**src/rtl/regex_ctx_pkg.sv**
```systemverilog
// Shared types, default widths and helpers for the per-stream regex context manager.
package regex_ctx_pkg;

  localparam int unsigned DEF_NUM_STREAMS = 64;
  localparam int unsigned DEF_SID_W       = 6;
  localparam int unsigned DEF_STATE_W     = 11;
  localparam int unsigned DEF_CNT_W       = 16;
  localparam int unsigned DEF_STATE_INIT  = 0;

  typedef enum logic [1:0] {
    IDLE   = 2'd0,
    LOAD   = 2'd1,
    RUN    = 2'd2,
    COMMIT = 2'd3
  } ctx_state_e;

  // Width-agnostic saturating increment; callers zero-extend to 64 bits and truncate back.
  function automatic logic [63:0] sat_inc(input logic [63:0] val, input logic inc,
                                          input logic [63:0] max_val);
    return (inc && (val != max_val)) ? val + 64'd1 : val;
  endfunction

endpackage

```
**src/rtl/regex_ctx_ram.sv**
```systemverilog
// Per-stream {engine state, match count} array: one write port, two synchronous read ports.
module regex_ctx_ram #(
  parameter int unsigned DEPTH = 64,
  parameter int unsigned AW    = 6,
  parameter int unsigned SW    = 11,
  parameter int unsigned CW    = 16
) (
  input  logic             clk,
  input  logic             we_i,
  input  logic [AW-1:0]    waddr_i,
  input  logic [SW+CW-1:0] wdata_i,
  input  logic             fsm_re_i,
  input  logic [AW-1:0]    fsm_raddr_i,
  output logic [SW+CW-1:0] fsm_rdata_o,
  input  logic             host_re_i,
  input  logic [AW-1:0]    host_raddr_i,
  output logic [CW-1:0]    host_cnt_o
);

  logic [SW+CW-1:0] mem_q [DEPTH];
  logic [SW+CW-1:0] fsm_rdata_q;
  logic [CW-1:0]    host_cnt_q;

  always_ff @(posedge clk) begin
    if (we_i) mem_q[waddr_i] <= wdata_i;
    if (fsm_re_i) fsm_rdata_q <= mem_q[fsm_raddr_i];
    // Host port is write-first so a read colliding with a commit sees the new count.
    if (host_re_i) host_cnt_q <= (we_i && (waddr_i == host_raddr_i)) ? wdata_i[CW-1:0]
                                                                    : mem_q[host_raddr_i][CW-1:0];
  end

  assign fsm_rdata_o = fsm_rdata_q;
  assign host_cnt_o  = host_cnt_q;

endmodule

```
**src/rtl/regex_stream_ctx.sv**
```systemverilog
// Saves/restores DFA engine state per stream, flags a match per packet and keeps
// a saturating per-stream match count readable by the host.
module regex_stream_ctx
  import regex_ctx_pkg::*;
#(
  parameter int unsigned NUM_STREAMS = DEF_NUM_STREAMS,
  parameter int unsigned SID_W       = DEF_SID_W,
  parameter int unsigned STATE_W     = DEF_STATE_W,
  parameter int unsigned CNT_W       = DEF_CNT_W,
  parameter int unsigned STATE_INIT  = DEF_STATE_INIT
) (
  input  logic               clk,
  input  logic               rst,
  input  logic               pkt_start,
  input  logic [SID_W-1:0]   pkt_sid,
  input  logic               pkt_enable,
  input  logic               eop,
  input  logic               clr_req,
  input  logic [SID_W-1:0]   clr_sid,
  output logic               start_rdy,
  output logic [STATE_W-1:0] eng_state_in,
  output logic               eng_state_ld,
  input  logic [STATE_W-1:0] eng_state_out,
  input  logic               eng_accept,
  output logic               fired,
  input  logic               rd_req,
  input  logic [SID_W-1:0]   rd_sid,
  output logic [CNT_W-1:0]   rd_count,
  output logic               rd_vld,
  output logic               protocol_err
);

  localparam int unsigned        MEM_W   = STATE_W + CNT_W;
  localparam logic [STATE_W-1:0] INIT_S  = STATE_W'(STATE_INIT);
  localparam logic [CNT_W-1:0]   CNT_MAX = '1;

  ctx_state_e             state_q;
  logic [SID_W-1:0]       sid_q;
  logic                   en_q;
  logic                   fired_q;
  logic                   ld_q;
  logic                   ld_vld_q;
  logic                   perr_q;
  logic                   rd_vld_q;
  logic                   rd_hit_q;
  logic [NUM_STREAMS-1:0] valid_q;
  logic [NUM_STREAMS-1:0] valid_d;

  logic                   start_acc;
  logic                   commit_we;
  logic [MEM_W-1:0]       fsm_rdata;
  logic [CNT_W-1:0]       host_cnt;
  logic [CNT_W-1:0]       cnt_old;
  logic [CNT_W-1:0]       cnt_new;
  logic [MEM_W-1:0]       wdata;

  assign start_acc = pkt_start && (state_q == IDLE);
  assign commit_we = eop && (state_q == RUN) && en_q;

  // A context cleared mid-packet commits as if it started from a zero count.
  assign cnt_old = valid_q[sid_q] ? fsm_rdata[CNT_W-1:0] : '0;
  assign cnt_new = CNT_W'(sat_inc(64'(cnt_old), fired_q | eng_accept, 64'(CNT_MAX)));
  assign wdata   = {eng_state_out, cnt_new};

  regex_ctx_ram #(
    .DEPTH (NUM_STREAMS),
    .AW    (SID_W),
    .SW    (STATE_W),
    .CW    (CNT_W)
  ) u_ram (
    .clk          (clk),
    .we_i         (commit_we),
    .waddr_i      (sid_q),
    .wdata_i      (wdata),
    .fsm_re_i     (start_acc),
    .fsm_raddr_i  (pkt_sid),
    .fsm_rdata_o  (fsm_rdata),
    .host_re_i    (rd_req),
    .host_raddr_i (rd_sid),
    .host_cnt_o   (host_cnt)
  );

  // Clear is applied after the commit so it wins a same-cycle collision.
  always_comb begin
    valid_d = valid_q;
    if (commit_we) valid_d[sid_q] = 1'b1;
    if (clr_req)   valid_d[clr_sid] = 1'b0;
  end

  always_ff @(posedge clk) begin
    if (rst) begin
      state_q  <= IDLE;
      sid_q    <= '0;
      en_q     <= 1'b0;
      fired_q  <= 1'b0;
      ld_q     <= 1'b0;
      ld_vld_q <= 1'b0;
      perr_q   <= 1'b0;
      rd_vld_q <= 1'b0;
      rd_hit_q <= 1'b0;
      valid_q  <= '0;
    end else begin
      valid_q  <= valid_d;
      ld_q     <= start_acc;
      rd_vld_q <= rd_req;
      if (rd_req) rd_hit_q <= valid_d[rd_sid];
      if ((pkt_start && (state_q != IDLE)) || (eop && (state_q != RUN))) perr_q <= 1'b1;
      case (state_q)
        IDLE: begin
          if (pkt_start) begin
            sid_q    <= pkt_sid;
            en_q     <= pkt_enable;
            fired_q  <= 1'b0;
            ld_vld_q <= valid_q[pkt_sid];
            state_q  <= LOAD;
          end
        end
        LOAD: state_q <= RUN;
        RUN: begin
          if (eng_accept) fired_q <= 1'b1;
          if (eop) begin
            if (!en_q) fired_q <= 1'b0;
            state_q <= COMMIT;
          end
        end
        COMMIT:  state_q <= IDLE;
        default: state_q <= IDLE;
      endcase
    end
  end

  // Load value is latched at start, so a clear during LOAD cannot change what the engine sees.
  assign eng_state_in = ld_vld_q ? fsm_rdata[MEM_W-1 -: STATE_W] : INIT_S;
  assign eng_state_ld = ld_q;
  assign start_rdy    = (state_q == IDLE);
  assign fired        = fired_q;
  assign rd_vld       = rd_vld_q;
  assign rd_count     = rd_hit_q ? host_cnt : '0;
  assign protocol_err = perr_q;

endmodule

```
**config.mk**
```make
export PLATFORM = sky130hd
export DESIGN_NAME = regex_stream_ctx
export DESIGN_NICKNAME = d
export VERILOG_FILES = /design/src/rtl/regex_ctx_pkg.sv /design/src/rtl/regex_ctx_ram.sv /design/src/rtl/regex_stream_ctx.sv
export SDC_FILE = /design/constraint.sdc
export NUM_CORES = 2
export LEC_CHECK = 0
export BUFFER_PORTS_ARGS = -buffer_cell sky130_fd_sc_hd__buf_2
export CAP_MARGIN = 15
export CORE_ASPECT_RATIO = 1.25
export CORE_MARGIN = 1.5
export CORE_UTILIZATION = 50
export DETAILED_ROUTE_END_ITERATION = 8
export GPL_TIMING_DRIVEN = 0
export PLACE_DENSITY = 0.63
export SLEW_MARGIN = 20
export SYNTH_ARGS = -nofsm -noshare
export SYNTH_HDL_FRONTEND = slang
export SYNTH_SLANG_ARGS = --single-unit
```
**constraint.sdc**
```tcl
create_clock -name clk -period 8.4 [get_ports clk]
set_clock_uncertainty 0.05 [all_clocks]
set_input_delay 0.42 -clock clk [delete_from_list [all_inputs] [get_ports clk]]
set_output_delay 0.42 -clock clk [all_outputs]
set_load 0.05 [all_outputs]
```
==> run summary <==
The post-detailed-placement half-perimeter wirelength came out at 201,000 um. Routability-driven placement finished with a final weighted congestion of between 0.9 and 1. The total of warnings raised by yosys came out at 0.

The worst ir drop on vdd came out at roughly 0.00024 V. The mapped netlist covers 0.0805 mm^2. Of the total power, the clock network draws 0.408. The netlist uses between 70 and 80 different library cells. The final net count came out at approximately 4,200.

The critical path is of the flop to flop type. The count of final max-slew check failures is 0. The top achievable clock speed came out at 159 MHz. The die width is ~360 um. The number of max-capacitance violations reported came out at 0. The placed instance area is approximately 0.087 mm^2. met2 is the most crowded layer. The tree is rooted in a sky130_fd_sc_hd__clkbuf_16. Along the worst path, the maximum fanout reaches 33. The count of clock tree sinks is roughly 1,900. The post-synthesis async set-or-reset flop share is 0. In the finished design, the share of the clock period the worst path needs comes to 0.748. The minimum period implied by the final worst setup slack is between 6000 and 7000 ps. The net switching power figure is between 4000 and 5000 uW. For met3 alone, demand over resource in global routing was 0.0795. The clock insertion delay at the later pin of the skew report is 850 ps. Of the total power, combinational logic draws 0.083. The relative slew slack came out at 0.163. The data required time of the critical path came out at 9000 ps. The run finished with clean final reports. The initial antenna violation count is 15. The initial standard-cell utilization of the core is 0.504. After detailed routing, the number of remaining DRC violations is 0. Dividing the synthesized area by the synthesized cell count gives 21.9 um^2. The pre-antenna-repair detailed-routing pass consisted of 6 iterations.

The internal power of the cells totals ~15,000 uW. The net count after synthesis is around 3,700. At the pin with the least slew margin, the transition time is around 1200 ps. The arrival time at the worst endpoint is between 6000 and 7000 ps. The global routing usage on met2 came out at 0.543. The average wire length per cell after detail routing is ~44 um.

The die covers roughly 0.16 mm^2. Across all layers, the routed design uses between 40,000 and 50,000 vias. The switching part of the total is 0.240. TritonCTS built the clock tree. STA classifies the critical path startpoint as a flop. The leakage power figure is around 0.028 uW.

After clock tree synthesis, the clock-pin slew on the worst setup and hold paths is approximately 70 ps. The total detailed-routing wirelength is between 200,000 and 300,000 um. The number of buffers created by CTS came out at approximately 190. After the first detailed-routing iteration, the DRC count stood at about 7,000. The power per cell area is between 200 and 250 mW/mm^2. The number of global-route vias before repair is 45,200.

Setup repair after global routing left no endpoint under its margin. The pin count of the biggest net entering global routing came out at between 60 and 70. The fraction of power consumed by sequential logic came out at 0.508.

Along the worst hold path, the cell count comes to 1. Yosys mapped a number of flops with a built-in enable equal to around 1,800. The final hold violation count is 0. The global-route wire length before repair came out at about 380,000 um. In this run the tool buffered the top-level ports with between 50 and 60 buffer cells.

In the synthesized netlist the dominant register cell turns out to be sky130_fd_sc_hd__edfxtp_1. In this run the standard cell core region covers ~0.16 mm^2. For hold timing, the worst endpoint is u_ram.mem_q[4][16]. The register area share after synthesis is 0.680.

The met1 global-route usage is 0.437. The worst register-to-register path begins at sid_q[2]. The H-tree generated during clock tree synthesis spans 4 levels.

The longest clock path from root to sink contains 3 buffers. In this run the count of I/O pins placed on the die edge is 69. The global routing usage summed across all routing layers is 0.347. The area added between synthesis and finish is 15.2%. The number of instances in the synthesized netlist is around 3,700.

Of the cells placed in the final design, the portion with a size suffix greater than 1 is 0.399. The number of synthesized register bits is ~1,900. For flop-to-flop paths, the worst setup slack is between 2000 and 2500 ps. The number of cell instances on the worst register-to-register path came out at 18. The classification of the worst-slack hold path is input pin to flop. The capturing point of the worst reg2reg path is u_ram.mem_q[6][15]. The startpoint of the most critical hold path is eng_state_out[0]. In this run the core area contains between 150 and 200 standard-cell rows.

The total setup violations reported at the end of the flow came out at 0. The final core area utilization is 0.580. The die span in y came out at ~450 um. The final instance area came out at just over 0.09 mm^2.

The sum of overflow across all layers after global routing came out at 0. STA classifies the critical path endpoint as a flop. The antenna violation net count after detailed routing is 0. After detailed routing, the number of vias per cell comes to roughly 7.1.
==> layer usage <==
layer / up-vias / wire length [um]
met5: - / 187
met4: 16 / 22400
met3: 714 / 26400
met2: 2874 / 132000
met1: 24600 / 97500
li1: 17100 / -
==> cell usage after synthesis, types with 14 or more instances <==
cell / count / share of area
sky130_fd_sc_hd__mux4_2: 930 / 0.26
sky130_fd_sc_hd__xor2_1: 14 / 0.0015
sky130_fd_sc_hd__o21ai_0: 18 / 0.0011
sky130_fd_sc_hd__nand2_1: 70 / 0.0033
sky130_fd_sc_hd__nor2_1: 135 / 0.0063
sky130_fd_sc_hd__and2_1: 33 / 0.0026
sky130_fd_sc_hd__nor3_1: 59 / 0.0037
sky130_fd_sc_hd__buf_1: 20 / 0.00093
sky130_fd_sc_hd__clkbuf_1: 150 / 0.0070
sky130_fd_sc_hd__nand3_1: 14 / 0.00087
sky130_fd_sc_hd__buf_2: 94 / 0.0058
sky130_fd_sc_hd__a31oi_1: 24 / 0.0019
sky130_fd_sc_hd__a21oi_1: 14 / 0.00087
sky130_fd_sc_hd__edfxtp_1: 1771 / 0.66
sky130_fd_sc_hd__o22ai_1: 43 / 0.0033
sky130_fd_sc_hd__o31ai_1: 15 / 0.0014
sky130_fd_sc_hd__dfxtp_1: 79 / 0.020
==> registers in the layout, indices dropped and copies added, names as in the netlist <==
register	cells
u_ram.fsm_rdata_o	27
state_q	2
ld_vld_q	1
en_q	1
u_ram.host_cnt_o	16
protocol_err	1
rd_vld	1
sid_q	6
fired	1
valid_q	64
rd_hit_q	1
eng_state_ld	1
u_ram.mem_q	1728
==> worst max path at each step <==
stage	from	to	slack [ps]
floorplan	sid_q[4]	u_ram.mem_q[0][0]	2470
global placement	state_q[0]	rd_hit_q	-1290
detailed placement	sid_q[2]	u_ram.mem_q[0][11]	2600
CTS	sid_q[2]	u_ram.mem_q[6][15]	2560
global route	sid_q[2]	u_ram.mem_q[8][13]	2110
finish	sid_q[2]	u_ram.mem_q[6][15]	2110
==> power by group through the flow <==
stage	Sequential, uW	Combinational (uW)	Clock [uW]
floorplan	10400	892	0
global placement	10400	1570	0
detailed placement	10400	1640	0
CTS	10200	1640	8230
global route	10200	1700	8550
finish	10200	1670	8170
==> worst max-delay path, cell delays in order (launching register included) <==
cell,delay [ps]
sky130_fd_sc_hd__dfxtp_1,540
sky130_fd_sc_hd__buf_2,390
sky130_fd_sc_hd__buf_2,400
sky130_fd_sc_hd__mux4_2,360
sky130_fd_sc_hd__mux2i_1,400
sky130_fd_sc_hd__o22ai_1,130
sky130_fd_sc_hd__a311oi_1,340
sky130_fd_sc_hd__o211a_1,440
sky130_fd_sc_hd__buf_2,290
sky130_fd_sc_hd__buf_2,280
sky130_fd_sc_hd__nor2b_1,90
sky130_fd_sc_hd__ha_1,210
sky130_fd_sc_hd__nand2_1,80
sky130_fd_sc_hd__o31ai_1,160
sky130_fd_sc_hd__nor3_1,560
sky130_fd_sc_hd__nand3_1,170
sky130_fd_sc_hd__xor2_1,210
sky130_fd_sc_hd__nor2_4,610
sky130_fd_sc_hd__buf_12,270
==> per-stage QoR <==
step | hold slack (ps) | total power [uW] | setup TNS (ps) | worst slack (ps) | std cells
2_1_floorplan | 394 | 11300 | 0 | 2470 | 3674
3_3_place_gp | 410 | 12000 | -184380 | -1290 | 5802
3_5_place_dp | 420 | 12000 | 0 | 2600 | 6016
4_1_cts | 17.2 | 20000 | 0 | 2560 | 6363
5_1_grt | 80.1 | 20400 | 0 | 2110 | 6365
6_report | 71.5 | 20000 | 0 | 2110 | 6379
==> placed cells by master (no fill, tap or decap), types with 15 or more instances in the layout <==
master                      Yosys  routed
sky130_fd_sc_hd__edfxtp_1    1771    1771
sky130_fd_sc_hd__mux4_2       930     930
sky130_fd_sc_hd__clkbuf_16      0     189
sky130_fd_sc_hd__buf_2         94     153
sky130_fd_sc_hd__clkbuf_1     150     153
sky130_fd_sc_hd__buf_4          6     143
sky130_fd_sc_hd__nor2_1       135      88
sky130_fd_sc_hd__dfxtp_1       79      79
sky130_fd_sc_hd__nand2_1       70      70
sky130_fd_sc_hd__buf_12         0      49
sky130_fd_sc_hd__clkinv_1       3      48
sky130_fd_sc_hd__nor2_4         0      47
sky130_fd_sc_hd__o22ai_1       43      43
sky130_fd_sc_hd__clkbuf_2       0      38
sky130_fd_sc_hd__and2_1        33      33
sky130_fd_sc_hd__nor3_2         1      30
sky130_fd_sc_hd__nor3_1        59      29
sky130_fd_sc_hd__clkinv_2       0      28
sky130_fd_sc_hd__a31oi_1       24      24
sky130_fd_sc_hd__buf_16         0      23
sky130_fd_sc_hd__o21ai_0       18      16
sky130_fd_sc_hd__diode_2        0      15
sky130_fd_sc_hd__buf_6          5      15
sky130_fd_sc_hd__o31ai_1       15      15
==> timing repair <==
| action | CTS | global route |
|---|---|---|
| hold buffers | 5 | 0 |
| hold endpoints to repair | 5 | 0 |
| resized for setup | 0 | 0 |
| setup buffers | 0 | 0 |
==> kinds of logic after synthesis <==
logic type	count (synthesis)	synth area share
mux	942	0.262
compound gates	189	0.0167
simple gates	380	0.0231
fa+ha+maj	4	0.000622
buf+inv	290	0.0157
xor+xnor	19	0.00207
flops	1850	0.680
==> cell type report <==
type	count	area, um^2
Multi-Input combinational cell	1534	25000
Timing Repair Buffer	273	3090
Clock inverter	114	998
Fill cell	11600	67100
Buffer	275	1270
Tap cell	2075	2600
Sequential cell	1850	54800
Clock buffer	228	4880
Inverter	15	57.6
Antenna cell	15	37.5
No activity file was read; power rests on OpenSTA's default activity.
